--- src/rtl/step_cmd_if.sv ---
`default_nettype none
// ============================================================================
// Module      : step_cmd_if
// Description : Button inputs and step-command outputs of step_cmd_gen.
// Revision    : 1.0 - initial release
// ============================================================================
interface step_cmd_if;
    logic       btn_up;
    logic       btn_down;
    logic [2:0] choose;
    logic       up_level;
    logic       down_level;

    modport master (
        output btn_up,
        output btn_down,
        input  choose,
        input  up_level,
        input  down_level
    );

    modport slave (
        input  btn_up,
        input  btn_down,
        output choose,
        output up_level,
        output down_level
    );
endinterface
`default_nettype wire

--- src/rtl/step_cmd_gen.sv ---
`default_nettype none
// ============================================================================
// Module      : step_cmd_gen
// Description : Debounced up/down buttons to single-cycle, auto-repeating
//               step commands (001 = up, 100 = down) for the step counter.
// Revision    : 1.0 - initial release
// ============================================================================
module step_cmd_gen #(
    parameter int DEBOUNCE_CYCLES = 20,
    parameter int REPEAT_DELAY    = 50,
    parameter int REPEAT_PERIOD   = 10,
    parameter int TIMER_W         = 16
) (
    input  wire logic  clk,
    input  wire logic  rst,
    step_cmd_if.slave  bus
);

    localparam logic [2:0]         C_CMD_UP      = 3'b001;
    localparam logic [2:0]         C_CMD_DOWN    = 3'b100;
    localparam logic [2:0]         C_CMD_NONE    = 3'b000;
    localparam bit                 C_REPEAT_EN   = (REPEAT_DELAY > 0);
    localparam logic [TIMER_W-1:0] C_DB_LAST     = TIMER_W'(DEBOUNCE_CYCLES - 1);
    localparam logic [TIMER_W-1:0] C_DELAY_LAST  = TIMER_W'((REPEAT_DELAY > 0) ? REPEAT_DELAY - 1 : 0);
    localparam logic [TIMER_W-1:0] C_PERIOD_LAST = TIMER_W'(REPEAT_PERIOD - 1);

    typedef enum logic [1:0] {
        ST_IDLE   = 2'd0,
        ST_DELAY  = 2'd1,
        ST_REPEAT = 2'd2,
        ST_LOCK   = 2'd3
    } state_t;

    // Index 0 is the up button, index 1 the down button.
    logic [1:0] raw_btn;
    logic [1:0] level;

    assign raw_btn = {bus.btn_down, bus.btn_up};

    genvar gi;
    generate
        for (gi = 0; gi < 2; gi++) begin : g_btn
            logic               sync1_q;
            logic               sync2_q;
            logic               level_q;
            logic               level_d;
            logic [TIMER_W-1:0] db_cnt_q;
            logic [TIMER_W-1:0] db_cnt_d;

            // Level toggles once the synchronised value has disagreed for
            // DEBOUNCE_CYCLES consecutive cycles; any agreement restarts it.
            always_comb begin
                level_d  = level_q;
                db_cnt_d = '0;
                if (sync2_q != level_q) begin
                    if (db_cnt_q == C_DB_LAST) begin
                        level_d = ~level_q;
                    end else begin
                        db_cnt_d = db_cnt_q + 1'b1;
                    end
                end
            end

            always_ff @(posedge clk or posedge rst) begin
                if (rst) begin
                    sync1_q  <= 1'b0;
                    sync2_q  <= 1'b0;
                    level_q  <= 1'b0;
                    db_cnt_q <= '0;
                end else begin
                    sync1_q  <= raw_btn[gi];
                    sync2_q  <= sync1_q;
                    level_q  <= level_d;
                    db_cnt_q <= db_cnt_d;
                end
            end

            assign level[gi] = level_q;
        end
    endgenerate

    state_t             state_q;
    state_t             state_d;
    logic               dir_q;      // 0 = up, 1 = down
    logic               dir_d;
    logic [TIMER_W-1:0] timer_q;
    logic [TIMER_W-1:0] timer_d;
    logic [2:0]         choose_q;
    logic [2:0]         choose_d;

    logic               held_level;
    logic               other_level;
    logic [2:0]         dir_cmd;

    assign held_level  = dir_q ? level[1] : level[0];
    assign other_level = dir_q ? level[0] : level[1];
    assign dir_cmd     = dir_q ? C_CMD_DOWN : C_CMD_UP;

    always_comb begin
        state_d  = state_q;
        dir_d    = dir_q;
        timer_d  = timer_q;
        choose_d = C_CMD_NONE;
        case (state_q)
            ST_IDLE: begin
                if (level[0] && level[1]) begin
                    state_d = ST_LOCK;
                end else if (level[0]) begin
                    choose_d = C_CMD_UP;
                    dir_d    = 1'b0;
                    timer_d  = '0;
                    state_d  = ST_DELAY;
                end else if (level[1]) begin
                    choose_d = C_CMD_DOWN;
                    dir_d    = 1'b1;
                    timer_d  = '0;
                    state_d  = ST_DELAY;
                end
            end
            // Release and lock are tested before the timer so they win over
            // a repeat pulse falling due in the same cycle.
            ST_DELAY: begin
                if (!held_level) begin
                    state_d = ST_IDLE;
                end else if (other_level) begin
                    state_d = ST_LOCK;
                end else if (C_REPEAT_EN) begin
                    if (timer_q == C_DELAY_LAST) begin
                        choose_d = dir_cmd;
                        timer_d  = '0;
                        state_d  = ST_REPEAT;
                    end else begin
                        timer_d = timer_q + 1'b1;
                    end
                end
            end
            ST_REPEAT: begin
                if (!held_level) begin
                    state_d = ST_IDLE;
                end else if (other_level) begin
                    state_d = ST_LOCK;
                end else if (timer_q == C_PERIOD_LAST) begin
                    choose_d = dir_cmd;
                    timer_d  = '0;
                end else begin
                    timer_d = timer_q + 1'b1;
                end
            end
            ST_LOCK: begin
                if (!level[0] && !level[1]) begin
                    state_d = ST_IDLE;
                end
            end
            default: begin
                state_d = ST_IDLE;
            end
        endcase
    end

    always_ff @(posedge clk or posedge rst) begin
        if (rst) begin
            state_q  <= ST_IDLE;
            dir_q    <= 1'b0;
            timer_q  <= '0;
            choose_q <= C_CMD_NONE;
        end else begin
            state_q  <= state_d;
            dir_q    <= dir_d;
            timer_q  <= timer_d;
            choose_q <= choose_d;
        end
    end

    assign bus.choose     = choose_q;
    assign bus.up_level   = level[0];
    assign bus.down_level = level[1];

endmodule
`default_nettype wire

--- src/flat_wrapper.sv ---
// flat-port wrapper written by rule: the top's interface ports become plain ports
module step_cmd_gen_flat 
#(
    parameter int DEBOUNCE_CYCLES = 20,
    parameter int REPEAT_DELAY    = 50,
    parameter int REPEAT_PERIOD   = 10,
    parameter int TIMER_W         = 16
)
  (clk, rst, bus_btn_up, bus_btn_down, bus_choose, bus_up_level, bus_down_level);
  step_cmd_if bus_i ();
  input  wire logic clk;
  input  wire logic rst;
  input wire logic [$bits(bus_i.btn_up)-1:0] bus_btn_up;
  input wire logic [$bits(bus_i.btn_down)-1:0] bus_btn_down;
  output wire logic [$bits(bus_i.choose)-1:0] bus_choose;
  output wire logic [$bits(bus_i.up_level)-1:0] bus_up_level;
  output wire logic [$bits(bus_i.down_level)-1:0] bus_down_level;
  assign bus_i.btn_up = bus_btn_up;
  assign bus_i.btn_down = bus_btn_down;
  assign bus_choose = bus_i.choose;
  assign bus_up_level = bus_i.up_level;
  assign bus_down_level = bus_i.down_level;
  step_cmd_gen #(.DEBOUNCE_CYCLES(DEBOUNCE_CYCLES), .REPEAT_DELAY(REPEAT_DELAY), .REPEAT_PERIOD(REPEAT_PERIOD), .TIMER_W(TIMER_W)) u_core (.clk(clk), .rst(rst), .bus(bus_i));
endmodule
--- config.mk ---
export PLATFORM = sky130hd
export DESIGN_NAME = step_cmd_gen_flat
export DESIGN_NICKNAME = d
export VERILOG_FILES = /design/src/rtl/step_cmd_if.sv /design/src/rtl/step_cmd_gen.sv /design/src/flat_wrapper.sv
export SDC_FILE = /design/constraint.sdc
export NUM_CORES = 1
export LEC_CHECK = 0
export ABC_AREA = 1
export BUFFER_PORTS_ARGS = -buffer_cell sky130_fd_sc_hd__buf_2
export CAP_MARGIN = 15
export CORE_AREA = 2 2 87 89
export DETAILED_ROUTE_END_ITERATION = 8
export DIE_AREA = 0 0 89 91
export PLACE_DENSITY = 0.73
export SLEW_MARGIN = 10
export SYNTH_ARGS = -nofsm -noshare
export SYNTH_HDL_FRONTEND = slang
export SYNTH_SLANG_ARGS = --single-unit
--- constraint.sdc ---
create_clock -name clk -period 1.8 [get_ports clk]
set_clock_uncertainty 0.05 [all_clocks]
set_input_delay 0.09 -clock clk [delete_from_list [all_inputs] [get_ports clk]]
set_output_delay 0.09 -clock clk [all_outputs]
set_load 0.01 [all_outputs]
Word level (Yosys, flattened, before mapping):

Cells that the tools add are included.
Widths: inputs -> output; s select.

* flip-flop bits (word level): 60

* add/subtract/negate cells: 3
* bitwise logic cells: 3
* equal/unequal tests: 19
* reduce and logical (&&, ||, !) cells: 12
* multiplexer cells: 39

Operators by type and width (number)
* $mux 16: 13
* $add 16x1->16 const B: 3
* $pmux 16 s3: 1
* $eq 16x5->1 const B: 2
* $mux 3: 10
* $mux 2: 9
* $eq 16x4->1 const B: 1
* $eq 16x6->1 const B: 1
* $pmux 3 s3: 1
* $pmux 2 s4: 1
* $reduce_and 7->1: 1
* $ne 2x1->1 const B: 3
* $ne 2x2->1 const B: 3
* $eq 2x2->1 const B: 2
* $mux 1: 4
* $ne 4x1->1 const B: 1
* $ne 4x4->1 const B: 1
* $reduce_and 2->1: 2
* $reduce_and 4->1: 1
* $ne 3x1->1 const B: 1
* $ne 3x3->1 const B: 1
* $not 1->1: 3
* $reduce_and 3->1: 1
* $reduce_bool 3->1: 1
* 6 further kinds: 9

Logic depth before layout (Yosys ltp):

* depth in word-level cells: 5
* gate-level depth with buffers: 12
* gate-level depth less buffers: 11

Worst setup path before layout:

No wires, ideal clock.

* path kind: reg-to-reg
* from: reg u_core.state_q[0]
* to: reg u_core.timer_q[4]
* setup slack: 133 ps
* stages on the path, launching flop included: 12
* period minus slack after synthesis: 1667 ps
* buffers on the path: 2
* required time: 1630 ps
* library setup time: 120 ps
* data arrival time: 1497 ps
* cell sequence: dfrtp_1 -> inv_1 -> ha_1 -> buf_4 -> nand2_2 -> nand2_1 -> a21oi_2 -> nand2_4 -> buf_6 -> nor2_4 -> xnor2_1 -> nor2_1

* longest elaborated chain between the ends: 3
* elaborated cells between the ends (all ways): 12
* classes of those cells: eq/ne (8); mux (1); reduce/logical (3)

Ends and longest elaborated chain
* start: declaration: line step_cmd_gen.sv:82 `state_t state_q;`
* start signal: assignment: line step_cmd_gen.sv:167 `state_q <= state_d;`
* $eq 2x2->1 (tied with other cells): line step_cmd_gen.sv:104 `case (state_q)`
* $ne 2x1->1 (no source line) (tied with other cells)
* $reduce_and 7->1 (no source line)
* end signal: assignment: line step_cmd_gen.sv:169 `timer_q <= timer_d;`
* end: declaration: line step_cmd_gen.sv:86 `logic [TIMER_W-1:0] timer_q;`

Parallel ways exist; a longest one is shown, timed or not.
A chain may end at the register's enable or synchronous reset.

Worst setup path after layout:

* from: reg u_core.state_q[0]
* to: reg u_core.timer_q[7]

The elaborated chain is that of the path after synthesis.

==> flow_summary.toml <==
[setup_path]
path_class = "flop to flop"
r2r_cells = 9
crit_path_end_kind = "flop"
reg2reg_slack_ns = 0.08
r2r-end = "u_core.timer_q[7]"
reg2reg_from = "u_core.state_q[0]"
cp_max_fo = 8
cp-startpoint = "u_core.state_q[0]"
cp-start-kind = "flop"
crit_required_ns = 1.95
cp-endpoint = "u_core.timer_q[7]"
cp.arrival_ns = 1.86

[grt]
grt_pass1_wl_um = 12000
antenna_found_initial = 0
grt_pass1_vias = 2829
grt_overflow = 0
grt_max_degree = 60
track_usage_pct = 18.5

[floorplanning]
die_h_um = 91
dieArea_mm2 = 0.00810
die_width_um = 89
core_region_area_mm2 = 0.00714
rows = 31
ioPinCount = 9
initial_core_util_pct = 49.2

[placement]
detailed_place_hpwl_um = 4870
io_buffers = 7
gp_congestion = 0.877

[layout]
nets = 504
final_common_cell = "nand2_1"
synthToLayoutAreaGrowth_pct = 16.7
layout.cells.most_common_list = "nand2_1, nor2_1, dfrtp_1, inv_1, nand3_1"
antenna_cells = 0
drive_gt1_share_pct = 16.5

[route]
drc_errors = 0
num_vias = 3064
antenna_left = 0
dr.first_iter.drc_count = 163
drt-pass1-iter-count = 5
drt_wl_total_um = 7090
wl_per_cell_um = 12.0
vias_per_cell = 5.18

[timing]
drv_slew = 0
final_hold_viol_count = 0
setup_viol = 0
finalCriticalPeriod_ns = 1.72
period_share_pct = 95.4
whs_ns = 0.300
max_freq_ghz = 0.582

[flow_run]
maxCapViolations = 0

[synth]
syn_nets = 476
yosysSeqAreaShare_pct = 42.0
syn_area_mm2 = 0.00351
yosysWarningCount = 0
synthCells = 459
avgSynthCellArea_um2 = 7.66
ys_ff_latch = 59
yosysUniqueCellTypes = 36

[power]
vdd_drop_max_uv = 551
p_leak_nw = 1.88
total_power_w = 0.00370
p_comb_share_pct = 23.8
power_density_mw_per_mm2 = 902
p_sw_share_pct = 29.7
clkPwrFrac_pct = 38.1
power.share.sequential_pct = 38.1
power.switching_w = 0.00110
p_int_w = 0.00260

[worst_hold_path]
holdCritPathClass = "input pin to async pin"

[cts]
numCtsBuffers = 9
worstSkewPairLatency_ns = 0.33
cts_tree = "yes"
root_buffer = "clkbuf_8"
clk_pin_slew_ns = 0.06
cts_htree_levels = 3
cts_sinks = 59
cts.path.max_buffers = 2

[outcome]
outcome = "completed"
-- area by class of cell --
type / count / area [um2]
Clock buffer: 13 / 169
Clock inverter: 3 / 68.8
Sequential cell: 59 / 1480
Inverter: 62 / 248
Timing Repair Buffer: 23 / 179
Tap cell: 99 / 124
Fill cell: 663 / 3040
Timing Repair inverter: 2 / 17.5
Multi-Input combinational cell: 330 / 1820
-- power groups by stage --
| stage | sequential (W) | combinational (W) | clock, W |
|---|---|---|---|
| 2_1_floorplan | 0.00143 | 0.000497 | 0 |
| 3_3_place_gp | 0.00143 | 0.000579 | 0 |
| 3_5_place_dp | 0.00144 | 0.000592 | 0 |
| 4_1_cts | 0.00141 | 0.000607 | 0.00145 |
| 5_1_grt | 0.00141 | 0.000962 | 0.00151 |
| 6_report | 0.00141 | 0.000882 | 0.00141 |
-- sequential cells by signal (all words and copies together) (netlist names) --
signal and flops:
u_core.bus.choose 2, u_core.bus.down_level 1, u_core.bus.up_level 1, u_core.dir_q 1, u_core.g_btn.db_cnt_q 32, u_core.g_btn.sync1_q 2, u_core.g_btn.sync2_q 2, u_core.state_q 2
u_core.timer_q 16
-- per-layer routing --
layer / up-vias / global-route usage [%] / part of all wire [%]
met5: - / 0 / 0
met4: 0 / 7.96 / 2.0
met3: 14 / 3.18 / 3.8
met2: 78 / 30.2 / 49
met1: 1455 / 24.0 / 46
li1: 1517 / - / -
-- timing repair --
item	4_1_cts	5_1_grt
setup endpoints to repair	1	17
gates cloned	0	3
resized for setup	1	24
hold endpoints to repair	61	0
setup buffers	0	3
hold buffers	3	0
pin swaps	0	1
-- how the worst min path moves through the flow --
stage                                        end  slack (ns)  cells after the start
floorplan                u_core.g_btn[0].sync1_q        0.07                      0
global placement              u_core.timer_q[10]        0.13                      3
detailed placement  u_core.g_btn[0].db_cnt_q[10]        0.13                      3
CTS                 u_core.g_btn[0].db_cnt_q[10]        0.31                      4
global route             u_core.g_btn[0].sync2_q        0.32                      0
finish                        u_core.timer_q[11]        0.30                      4
-- metrics by stage --
stage	utilization, %	instances	TNS, ns	cell area (um2)	worst slack, ns
3_3_place_gp	51.6	566	0	3680	0.105
5_1_grt	57.5	591	-0.187	4100	-0.0222
2_1_floorplan	-	459	0	3510	0.133
3_5_place_dp	51.6	566	0	3680	0.00886
6_report	57.5	591	0	4100	0.0824
4_1_cts	55.4	585	0	3960	0.0147
-- logic make-up (layout without fill, tap and decap cells) --
group,Yosys count,in the layout,synth area share (%)
fa+ha+maj,13,13,4.63
compound gates,32,32,5.27
other cells,1,1,0.107
xor+xnor,21,21,5.23
flops,59,59,42.0
buf+inv,71,103,8.86
simple gates,262,263,33.9
-- critical path, stage by stage (launching register included) --
cell     delay [ns]
dfrtp_1        0.40
inv_1          0.13
ha_1           0.20
inv_1          0.08
nand2_1        0.13
nand3_4        0.13
nand2_8        0.18
inv_6          0.07
nand3_1        0.10
o21ai_0        0.12
-- synthesized netlist by cell type, drive strengths merged --
master	n	area, um2
a211oi	1	7.51
a21oi	10	57.6
a31oi	3	18.8
and3	1	6.26
buf	8	72.6
clkbuf	1	3.75
conb	1	3.75
dfrtp	59	1480
ha	13	163
inv	62	235
nand2	106	423
nand3	36	205
nand3b	1	7.51
nand4	17	106
nor2	82	338
nor3	13	65.1
nor3b	2	15.0
nor4	3	18.8
o2111ai	1	8.76
o21ai	14	70.1
o21bai	2	15.0
o31ai	1	7.51
or2	1	6.26
xnor2	8	70.1
xor2	13	114
(Power assumes the default switching activity.)
